==> src/rtl/write_sequencer.sv <==
// rtl/write_sequencer.sv - program address owner and write engine sequencer
module write_sequencer #(
    parameter int ADDR_WIDTH    = 16,
    parameter int ABORT_CYCLES  = 4,
    parameter int START_TIMEOUT = 8
) (
    input  logic                  clock,
    input  logic                  reset,
    input  logic [ADDR_WIDTH-1:0] host_addr,
    input  logic                  host_addr_load,
    input  logic                  host_addr_inc,
    input  logic                  cmd_start,
    input  logic                  cmd_abort,
    input  logic                  status_clr,
    input  logic                  wr_maddr_inc,
    input  logic                  wr_running,
    output logic                  wr_start,
    output logic                  wr_reset,
    output logic [ADDR_WIDTH-1:0] maddr,
    output logic                  busy,
    output logic                  done,
    output logic                  aborted,
    output logic                  overflow,
    output logic                  start_err
);

    typedef enum logic [1:0] {S_IDLE, S_START, S_RUN, S_ABORT} state_t;

    localparam logic [7:0] START_LAST = 8'(START_TIMEOUT - 1);
    localparam logic [7:0] ABORT_INIT = 8'(ABORT_CYCLES);

    state_t                state_q, state_d;
    logic [ADDR_WIDTH-1:0] maddr_q, maddr_d;
    logic [7:0]            start_cnt_q, start_cnt_d;
    logic [7:0]            abort_cnt_q, abort_cnt_d;
    logic                  done_q, done_d;
    logic                  aborted_q, aborted_d;
    logic                  overflow_q, overflow_d;
    logic                  start_err_q, start_err_d;
    logic                  wr_start_q, wr_reset_q, busy_q;

    always_comb begin
        state_d     = state_q;
        maddr_d     = maddr_q;
        start_cnt_d = start_cnt_q;
        abort_cnt_d = abort_cnt_q;
        // Clear first so that any flag set below wins over status_clr.
        done_d      = status_clr ? 1'b0 : done_q;
        aborted_d   = status_clr ? 1'b0 : aborted_q;
        overflow_d  = status_clr ? 1'b0 : overflow_q;
        start_err_d = status_clr ? 1'b0 : start_err_q;

        case (state_q)
            S_IDLE: begin
                if (host_addr_load) begin
                    maddr_d = host_addr;
                end else if (host_addr_inc) begin
                    maddr_d = maddr_q + 1'b1;
                end
                if (!cmd_abort && cmd_start) begin
                    state_d     = S_START;
                    start_cnt_d = 8'd0;
                end
            end
            S_START: begin
                if (cmd_abort) begin
                    state_d     = S_ABORT;
                    abort_cnt_d = ABORT_INIT;
                end else if (wr_running) begin
                    state_d = S_RUN;
                end else if (start_cnt_q == START_LAST) begin
                    state_d     = S_ABORT;
                    abort_cnt_d = ABORT_INIT;
                    start_err_d = 1'b1;
                end else begin
                    start_cnt_d = start_cnt_q + 8'd1;
                end
            end
            S_RUN: begin
                if (wr_maddr_inc && (&maddr_q)) begin
                    maddr_d     = '0;
                    overflow_d  = 1'b1;
                    state_d     = S_ABORT;
                    abort_cnt_d = ABORT_INIT;
                end else begin
                    // The final engine increment may coincide with running dropping.
                    if (wr_maddr_inc) begin
                        maddr_d = maddr_q + 1'b1;
                    end
                    if (cmd_abort) begin
                        state_d     = S_ABORT;
                        abort_cnt_d = ABORT_INIT;
                    end else if (!wr_running) begin
                        state_d = S_IDLE;
                        done_d  = 1'b1;
                    end
                end
            end
            S_ABORT: begin
                abort_cnt_d = abort_cnt_q - 8'd1;
                if (abort_cnt_q <= 8'd1) begin
                    abort_cnt_d = 8'd0;
                    state_d     = S_IDLE;
                    aborted_d   = 1'b1;
                end
            end
            default: state_d = S_IDLE;
        endcase
    end

    // Strobes are derived from the next state so every output is a flop.
    always_ff @(posedge clock or negedge reset) begin
        if (!reset) begin
            state_q     <= S_IDLE;
            maddr_q     <= '0;
            start_cnt_q <= 8'd0;
            abort_cnt_q <= 8'd0;
            done_q      <= 1'b0;
            aborted_q   <= 1'b0;
            overflow_q  <= 1'b0;
            start_err_q <= 1'b0;
            wr_start_q  <= 1'b0;
            wr_reset_q  <= 1'b1;
            busy_q      <= 1'b0;
        end else begin
            state_q     <= state_d;
            maddr_q     <= maddr_d;
            start_cnt_q <= start_cnt_d;
            abort_cnt_q <= abort_cnt_d;
            done_q      <= done_d;
            aborted_q   <= aborted_d;
            overflow_q  <= overflow_d;
            start_err_q <= start_err_d;
            wr_start_q  <= (state_d == S_START);
            wr_reset_q  <= (state_d == S_ABORT);
            busy_q      <= (state_d != S_IDLE);
        end
    end

    assign wr_start  = wr_start_q;
    assign wr_reset  = wr_reset_q;
    assign maddr     = maddr_q;
    assign busy      = busy_q;
    assign done      = done_q;
    assign aborted   = aborted_q;
    assign overflow  = overflow_q;
    assign start_err = start_err_q;

endmodule

==> config.mk <==
export PLATFORM = sky130hd
export DESIGN_NAME = write_sequencer
export DESIGN_NICKNAME = d
export VERILOG_FILES = /design/src/rtl/write_sequencer.sv
export SDC_FILE = /design/constraint.sdc
export NUM_CORES = 1
export LEC_CHECK = 0
export ABC_CLOCK_PERIOD_IN_PS = 6900
export CAP_MARGIN = 15
export CORE_ASPECT_RATIO = 0.75
export CORE_UTILIZATION = 45
export DETAILED_ROUTE_END_ITERATION = 7
export PLACE_DENSITY = 0.7
export SLEW_MARGIN = 10
export SYNTH_ARGS = -nofsm -noshare
export SYNTH_HDL_FRONTEND = slang
export SYNTH_SLANG_ARGS = --single-unit
==> constraint.sdc <==
create_clock -name clock -period 6.9 [get_ports clock]
set_input_delay 1.38 -clock clock [delete_from_list [all_inputs] [get_ports clock]]
set_output_delay 1.38 -clock clock [all_outputs]
set_load 0.01 [all_outputs]
==> out/metrics.yaml, run 1 <==
cts:
  post_cts_buffers: 0
  worstSkewPairLatency_ns: 0.30
  cts_buffers: 5
  cts-htree-levels: 2
  cts_root_buffer: "clkbuf_8"
  cts_tree: "built"
  clock_sinks: 41
  clock_path_buffers: 2
  cts_resized: 0
  postCtsHoldBufs: 0
  clk_pin_slew_ns: 0.08
grt:
  grt_overflow_total: 0
  grt_pass1_wl_microns: 9780
  grt_pass1_vias: 2040
  use_met3_pct: 4.20
  grt_usage_pct: 22.8
  busiest_layer: "met2"
  grt_max_degree: 42
  antenna_found_initial: 0
  use_met2_pct: 34.8
  grtUsageMet1_pct: 32.3
final_layout:
  n_fill_cell: 456
  most-common-layout-cells: "clkdlybuf4s50_1 (46), dfrtp_1 (40), o21ai_0 (37), nand2_1 (26), nor2_1 (22)"
  antenna_cells: 0
  drive_gt1_share_pct: 6.31
  final_common_cell: "clkdlybuf4s50_1"
  synthToLayoutAreaGrowth_pct: 24.8
  final_nets: 345
  multi_input_area_sq_um: 1220
  regArea_sq_um: 1030
critical_path:
  crit_end: "start_cnt_q[7]"
  arrival_ns: 3.72
  criticalPathCategory: "input port to flip-flop"
  reg2reg_to: "maddr[15]"
  rr_startpoint: "state_q[0]"
  reg2reg_slack_ns: 4.17
  worstRegToRegCells: 6
  critPathLaunchType: "input port"
  crit_path_end_kind: "flip-flop"
  worstPathMaxFanout: 15
  crit_required_ns: 7.12
  startpoint: "cmd_abort"
sta:
  fin_tns_setup_ns: 0
  final-hold-violation-count: 0
  skew_ns: 0.00955
  hold_slack_ns: 0.486
  fin_crit_sh_pct: 50.8
  worst_pin_slew_ns: 1.14
  finalMaxSlewViolations: 0
  setup_ws_ns: 3.40
  fmax_ghz: 0.285
  setup_viol: 0
  fin_crit_ns: 3.50
  slew_headroom_pct: 24.3
  rsz0062_at_grt: "false"
synthesis:
  yosysSeqAreaShare_pct: 43.2
  ys.flop_type: "dfrtp_1"
  synth-edff-count: 0
  yosysTopAreaCell: "dfrtp_1"
  synth-seq-cells: 41
  syn_area_sq_um: 2380
  synth.avg_cell_area_sq_um: 8.64
  async_flop_share_pct: 100
  synthesis.instances: 275
  synth_top_area_share_pct: 42.1
  yosysUniqueCellTypes: 48
  yosys_warnings: 0
  synth_nets: 304
  ys_top_cells_by_area: "dfrtp_1 (42%), o21ai_0 (7.8%), a21oi_1 (4.2%)"
detailed_routing:
  via_per_inst: 5.65
  wirelength_microns: 5850
  initialDrtViolationCount: 115
  wl_per_cell_microns: 15.0
  route.vias.total: 2199
  dr.pass1.iters: 4
  route.detailed.drc: 0
  ant_nets: 0
floorplanning:
  row_count: 22
  die_w_microns: 85.9
  core_area_sq_um: 4980
  start_util_pct: 47.7
  die_area_sq_um: 5580
  ios: 48
  dieHeight_microns: 64.9
power:
  finalPower_mw: 1.17
  p_leak_nw: 1.21
  pwr_density_cell_nw_per_um2: 395
  peakVddDrop_v: 0.000193
placement:
  place.gp.congestion: 0.788
  io_buffer_count: 47
  pre_cts_ws_ns: 2.99
  hpwl_microns: 4160
worst_hold_path:
  hp-class: "flip-flop to flip-flop"
run:
  max_cap_violations: 0
run_status:
  outcome: "finished, final reports clean"
==> sequential cells by signal (all words and copies together) (netlist names) <==
register / cells
aborted: 1
wr_reset: 1
start_cnt_q: 8
overflow: 1
busy: 1
done: 1
wr_start: 1
maddr: 16
abort_cnt_q: 8
start_err: 1
state_q: 2
==> cell families (layout without fill, tap and decap cells) <==
logic type	count (synthesis)	count (layout)	share of synthesized area [%]
AOI/OAI and AO/OA	94	94	25.0
adders and majority gates	4	4	2.11
buffers and inverters	28	70	5.53
DFF	41	41	43.2
muxes	1	1	0.421
and+or+nand+nor	107	107	23.7
==> worst max-delay path, stage by stage <==
cell and delay [ns]:
clkdlybuf4s50_1 0.58, nor4b_4 0.48, a21oi_1 0.08, o22ai_1 0.31, o22ai_4 0.20, or4_1 0.53
a21oi_1 0.15
==> area by class of cell <==
cell class	instances	area share, %
multi-input cells	206	41.1
flip-flops and latches	41	34.6
repair buffers	48	15.9
well taps	72	3.04
clock buffers	6	2.45
inverters	14	1.77
clock inverters	2	1.18
==> Yosys cell counts, types with 2 or more instances <==
cell type	number
a21o_1	2
a21oi_1	20
a22oi_1	7
and3_1	4
buf_6	3
clkbuf_1	9
dfrtp_1	40
ha_1	4
inv_1	14
nand2_1	26
nand2b_1	2
nand3_1	14
nand4_1	2
nor2_1	22
nor2b_1	4
nor3_1	9
nor4_1	3
o21ai_0	37
o21ai_1	3
o22ai_1	5
o31ai_1	7
o41ai_1	3
or3_1	7
or3_2	2
or4_1	3
==> worst min-delay path by stage <==
stage	start	endpoint	slack [ns]	depth (start not counted)
CTS	abort_cnt_q[7]	abort_cnt_q[7]	0.49	1
global route	abort_cnt_q[7]	abort_cnt_q[7]	0.51	1
finish	abort_cnt_q[7]	abort_cnt_q[7]	0.49	1
floorplan	abort_cnt_q[7]	abort_cnt_q[7]	0.44	1
detailed placement	abort_cnt_q[7]	abort_cnt_q[7]	0.48	1
global placement	abort_cnt_q[7]	abort_cnt_q[7]	0.47	1
==> metrics by stage <==
step,util (%),cell area (sq um),cells
floorplan,-,2380,275
global placement,57.3,2850,380
detailed placement,57.3,2850,380
CTS,59.4,2960,388
global route,59.5,2970,389
finish,59.5,2970,389
==> report_power, final <==
| part | switching (mW) | internal [mW] | leakage, nW |
|---|---|---|---|
| Clock | 0.0851 | 0.107 | 0.0552 |
| Combinational | 0.292 | 0.238 | 0.632 |
| Sequential | 0.117 | 0.331 | 0.522 |
==> per-layer routing <==
metal | vias to the layer above | share of wire, %
met5 | - | 0
met4 | 0 | 1.0
met3 | 4 | 4.6
met2 | 59 | 45
met1 | 1046 | 50
li1 | 1090 | -
Note: power is estimated with default switching activity, not from simulation.
==> run 2: changes to the inputs <==
ABC_CLOCK_PERIOD_IN_PS = 3100   (was 6900)
PLACE_DENSITY = 0.73   (was 0.7)
clock period = 3.1 ns   (was 6.9 ns; I/O delays follow)
==> run 2 against run 1 <==
Against the previous run:
- clock power rose by 130%
- critical endpoint is now start_cnt_q[5]
- setup slack got worse by 2.8 ns
- sequential share of layout area fell by 0.39 points
- combinational power rose by 120%
- sequential power rose by 120%
- global-route usage fell by 0.63 points
- first-iteration DRC count fell by 7.0%
- register-to-register slack got worse by 3.6 ns
- via count rose by 0.59%
- wire length fell by 1.8%
==> out/metrics.yaml, run 2 (synthesized netlist as in run 1, its figures left out) <==
detailed_routing:
  initialDrtViolationCount: 107  # -7.0%
  via_per_inst: 5.64  # -0.18%
  route.detailed.drc: 0  # unchanged
  wirelength_microns: 5740  # -1.8%
  dr.pass1.iters: 5  # +1
  ant_nets: 0  # unchanged
  route.vias.total: 2212  # +0.59%
  wl_per_cell_microns: 14.6  # -2.5%
cts:
  cts_buffers: 5  # unchanged
  worstSkewPairLatency_ns: 0.29  # about the same
  cts_resized: 0  # unchanged
  cts_tree: "built"
  cts-htree-levels: 2  # unchanged
  post_cts_buffers: 0  # unchanged
  clock_sinks: 41  # unchanged
  clock_path_buffers: 2  # unchanged
  clk_pin_slew_ns: 0.08  # about the same
  postCtsHoldBufs: 0  # unchanged
  cts_root_buffer: "clkbuf_8"
critical_path:
  cp.depth: 7  # unchanged
  crit_path_end_kind: "flip-flop"
  criticalPathCategory: "input port to flip-flop"
  reg2reg_slack_ns: 0.61  # -3.56 ns
  arrival_ns: 2.71  # -1.01 ns
  slowest_delay_ns: 0.68  # +0.10 ns
  critPathMostFrequentCell: "a21oi_1"
  critPathTopFamily: "simple AND/OR/NAND/NOR gates"
  crit_end: "start_cnt_q[5]"
  startpoint: "cmd_abort"
  critPathLaunchType: "input port"
  crit_required_ns: 3.32  # -3.80 ns
  crit_chain: "clkdlybuf4s50_1 > or3b_2 > a21oi_1 > o22ai_1 > o22ai_4 > or4_1 > a21oi_1"
  worstPathMaxFanout: 15  # unchanged
  cp_slowest_cell: "clkdlybuf4s50_1"
  rr_startpoint: "maddr[0]"
  worst-path-buf-inv: 1  # unchanged
  reg2reg_to: "start_cnt_q[5]"
  worstRegToRegCells: 7  # +1
sta:
  worst_pin_slew_ns: 0.891  # -0.244 ns
  rsz0062_at_grt: "false"
  finalMaxSlewViolations: 0  # unchanged
  fin_crit_sh_pct: 80.3
  setup_viol: 0  # unchanged
  fmax_ghz: 0.402
  final-hold-violation-count: 0  # unchanged
  fin_tns_setup_ns: 0  # unchanged
  slew_headroom_pct: 40.6  # +16 points
  fin_crit_ns: 2.49
  skew_ns: 0.00750  # -0.00205 ns
grt:
  antenna_found_initial: 0  # unchanged
  grtUsageMet1_pct: 32.6  # +0.34 points
  grt_pass1_wl_microns: 9660  # -1.3%
  use_met2_pct: 32.7  # -2.1 points
  busiest_layer: "met2"
  grt_usage_pct: 22.2  # -0.63 points
  use_met3_pct: 5.10  # +0.89 points
  grt_overflow_total: 0  # unchanged
  grt_pass1_vias: 2020  # -0.98%
  grt_max_degree: 42  # unchanged
final_layout:
  final_util_pct: 60.2  # +0.68 points
  final_nets: 348  # +0.87%
  fin_area_sq_um: 3000  # +1.1%
  synthToLayoutAreaGrowth_pct: 26.2
  antenna_cells: 0  # unchanged
  drive_gt1_share_pct: 7.19  # +0.88 points
  largest_register_ffs: 16  # unchanged
  most-common-layout-cells: "clkdlybuf4s50_1 (46), dfrtp_1 (40), o21ai_0 (37), nand2_1 (26), nor2_1 (22)"
  final_common_cell: "clkdlybuf4s50_1"
placement:
  placed_area_sq_um: 2880  # +1.1%
  hpwl_microns: 4100  # -1.3%
  io_buffer_count: 47  # unchanged
  place.gp.congestion: 0.844  # +7.2%
floorplanning:
  row_count: 22  # unchanged
  dieHeight_microns: 64.9  # unchanged
  core_area_sq_um: 4980  # unchanged
  ios: 48  # unchanged
  start_util_pct: 47.7  # unchanged
  die_w_microns: 85.9  # unchanged
  die_area_sq_um: 5580  # unchanged
power:
  finalPower_mw: 2.62  # +120%
  p_leak_nw: 1.23  # +1.6%
  peakVddDrop_v: 0.000582  # +200%
  pwr_density_cell_nw_per_um2: 873  # +120%
run:
  max_cap_violations: 0  # unchanged
run_status:
  outcome: "finished, final reports clean"
worst_hold_path:
  hp-class: "input port to asynchronous set/reset pin"
## run 2: layer usage
metal	vias up	wire length, microns
met5	-	0
met4	0	59
met3	7	299
met2	56	2640
met1	1057	2750
li1	1092	-
## run 2: cell type report
| cell class | instances | area [sq um] |
|---|---|---|
| Clock inverter | 1 | 30.0 |
| Timing Repair Buffer | 51 | 495 |
| Inverter | 14 | 52.6 |
| Clock buffer | 7 | 86.3 |
| Sequential cell | 41 | 1030 |
| Multi-Input combinational cell | 206 | 1220 |
| Tap cell | 72 | 90.1 |
| Fill cell | 446 | 1980 |
## run 2: where the power goes
part | leakage [nW] | switching [mW] | internal [mW]
clock network | 0.0585 | 0.181 | 0.263
logic | 0.649 | 0.642 | 0.537
registers | 0.522 | 0.258 | 0.737
## run 2: per-stage QoR
stage	hold slack [ns]	setup WS, ns	cells
after global placement	0.467	0.361	384
final	0.453	0.611	392
after floorplan	0.324	0.879	275
after detailed placement	0.471	0.308	384
after CTS	0.482	0.621	392
after global routing	0.508	0.335	392
## run 2: how the worst min path moves through the flow
stage	endpoint	slack, ns	depth (start not counted)
5_1_grt	abort_cnt_q[7]	0.51	1
3_5_place_dp	abort_cnt_q[7]	0.47	1
2_1_floorplan	abort_cnt_q[0]	0.32	0
4_1_cts	abort_cnt_q[7]	0.48	1
3_3_place_gp	abort_cnt_q[7]	0.47	1
6_report	aborted	0.45	1
==> run 3: changes to the inputs <==
ABC_CLOCK_PERIOD_IN_PS = 2500   (was 3100)
PLACE_DENSITY = 0.7   (was 0.73)
clock period = 2.5 ns   (was 3.1 ns; I/O delays follow)
==> run 3 against run 2 <==
Against the previous run:
- setup slack got worse by 0.47 ns
- sequential cell count is the same
- via count grew 0.95%
- first-iteration DRC count down 24%
- critical endpoint is now start_cnt_q[7]
- largest power group unchanged
- highest routed layer unchanged
==> out/metrics.yaml, run 3 (synthesized netlist as in run 1, its figures left out) <==
floorplanning:
  row_count: 22  # unchanged
  start_util_pct: 47.7  # unchanged
  dieHeight_microns: 64.9  # unchanged
  die_w_microns: 85.9  # unchanged
  ios: 48  # unchanged
  core_area_sq_um: 4980  # unchanged
  die_area_sq_um: 5580  # unchanged
sta:
  fin_crit_sh_pct: 94.3
  fmax_ghz: 0.424
  skew_ns: 0.00568  # -0.00182 ns
  setup_viol: 0  # unchanged
  final-hold-violation-count: 0  # unchanged
  fin_crit_ns: 2.36
  finalMaxSlewViolations: 0  # unchanged
  worst_pin_slew_ns: 0.480  # -0.411 ns
  rsz0062_at_grt: "false"
  slew_headroom_pct: 67.9  # +27 points
power:
  p_comb_share_pct: 48.4  # +3.4 points
  pwr-share-clk_pct: 15.3  # -1.7 points
  p_leak_nw: 1.29  # +4.9%
  peakVddDrop_v: 0.000515  # -12%
  pwr_density_cell_nw_per_um2: 1080  # +23%
  p_int_mw: 1.97  # +28%
  power_switching_mw: 1.36  # +26%
  seqPwrFrac_pct: 36.3  # -1.7 points
  p_sw_share_pct: 40.9  # -0.44 points
  finalPower_mw: 3.33  # +27%
detailed_routing:
  route.vias.total: 2233  # +0.95%
  ant_nets: 0  # unchanged
  via_per_inst: 5.53  # -2.0%
  wl_per_cell_microns: 14.4  # -1.5%
  route.detailed.drc: 0  # unchanged
  initialDrtViolationCount: 81  # -24%
  wirelength_microns: 5830  # +1.5%
  dr.pass1.iters: 4  # -1
placement:
  io_buffer_count: 47  # unchanged
  place.gp.congestion: 0.798  # -5.5%
  hpwl_microns: 4310  # +5.0%
critical_path:
  crit_required_ns: 2.71  # -0.61 ns
  critPathTopFamily: "simple AND/OR/NAND/NOR gates"
  worst-path-buf-inv: 1  # unchanged
  critPathLaunchType: "flip-flop"
  slowest_delay_ns: 0.54  # -0.14 ns
  arrival_ns: 2.57  # -0.14 ns
  cp_slowest_cell: "or4_4"
  criticalPathCategory: "flip-flop to flip-flop"
  crit_chain: "or4_4 > or3_4 > a211o_1 > o22ai_4 > buf_4 > o31ai_1 > a21oi_1"
  crit_path_end_kind: "flip-flop"
  worstPathMaxFanout: 8  # -7
cts:
  clock_path_buffers: 2  # unchanged
  clock_sinks: 41  # unchanged
  cts_root_buffer: "clkbuf_8"
  cts_tree: "built"
  clk_pin_slew_ns: 0.07  # about the same
  post_cts_buffers: 0  # unchanged
  worstSkewPairLatency_ns: 0.29  # about the same
  postCtsHoldBufs: 0  # unchanged
  cts_buffers: 5  # unchanged
  cts-htree-levels: 2  # unchanged
  cts_resized: 0  # unchanged
grt:
  antenna_found_initial: 0  # unchanged
  grt_max_degree: 31  # -26%
  grt_overflow_total: 0  # unchanged
  grt_pass1_wl_microns: 9690  # +0.35%
  grt_pass1_vias: 2025  # +0.25%
  grt_usage_pct: 22.1  # -0.025 points
final_layout:
  drive_gt1_share_pct: 11.7  # +4.6 points
  n_fill_cell: 472  # +5.8%
  final_common_cell: "clkdlybuf4s50_1"
  antenna_cells: 0  # unchanged
  synthToLayoutAreaGrowth_pct: 30.4
  final_util_pct: 62.2  # +2.0 points
  most-common-layout-cells: "clkdlybuf4s50_1 (46), dfrtp_1 (39), o21ai_0 (37), nand2_1 (26), nor2_1 (22)"
  final_nets: 361  # +3.7%
  largest_register_ffs: 16  # unchanged
worst_hold_path:
  hp-class: "input port to asynchronous set/reset pin"
run_status:
  outcome: "finished, final reports clean"
run:
  max_cap_violations: 0  # unchanged
## run 3: worst register-to-register path: cells and delay by family (launching register included)
| kind | cells | cell delay, ns |
|---|---|---|
| compound gates | 4 | 0.76 |
| buf+inv | 1 | 0.17 |
| flops | 1 | 0.45 |
| simple gates | 2 | 0.90 |
## run 3: routing by layer
layer  vias to the layer above  GRT usage (%)  routed length (microns)
met5                         -              0                        0
met3                         4           4.59                      273
met1                      1059           33.5                     2990
li1                       1118              -                        -
met2                        52           32.5                     2530
met4                         0           4.38                       39
## run 3: path summary, 6_finish.rpt
path | from | endpoint | slack, ns | cells after the start
min in group clock | abort_cnt_q[7] | abort_cnt_q[7] | 0.51 | 1
setup / recovery | start_cnt_q[3] | start_cnt_q[7] | 0.14 | 7
max in group asynchronous | reset | abort_cnt_q[3] | 1.70 | 2
hold reg to reg | abort_cnt_q[7] | abort_cnt_q[7] | 0.51 | 1
setup reg to reg | start_cnt_q[3] | start_cnt_q[7] | 0.14 | 7
hold / removal | reset | abort_cnt_q[1] | 0.15 | 1
## run 3: layout make-up
class                           instances  area, sq um  area share [%]
Clock buffer                            5         68.8            2.22
Clock inverter                          2         35.0            1.13
Inverter                               14         52.6            1.70
Multi-Input combinational cell        206         1230            39.6
Sequential cell                        41         1030            33.2
Tap cell                               72         90.1            2.91
Timing Repair Buffer                   64          597            19.3
## run 3: power by group through the flow
| stage | Sequential (mW) | Combinational (mW) | Clock, mW |
|---|---|---|---|
| floorplan | 1.21 | 0.949 | 0 |
| global placement | 1.21 | 1.56 | 0 |
| detailed placement | 1.21 | 1.60 | 0 |
| CTS | 1.20 | 1.60 | 0.521 |
| global route | 1.25 | 1.81 | 0.561 |
| finish | 1.21 | 1.61 | 0.512 |
## run 3: stage by stage
stage / setup TNS (ns) / instances / hold slack [ns] / instance area (sq um) / setup slack, ns
after global placement: 0 / 397 / 0.463 / 2980 / 0.0433
after detailed placement: -0.0139 / 397 / 0.482 / 2980 / -0.00695
after CTS: 0 / 404 / 0.169 / 3080 / 0.0509
after floorplan: 0 / 275 / 0.204 / 2380 / 0.279
after global routing: 0 / 404 / 0.188 / 3100 / 0.0101
final: 0 / 404 / 0.152 / 3100 / 0.143
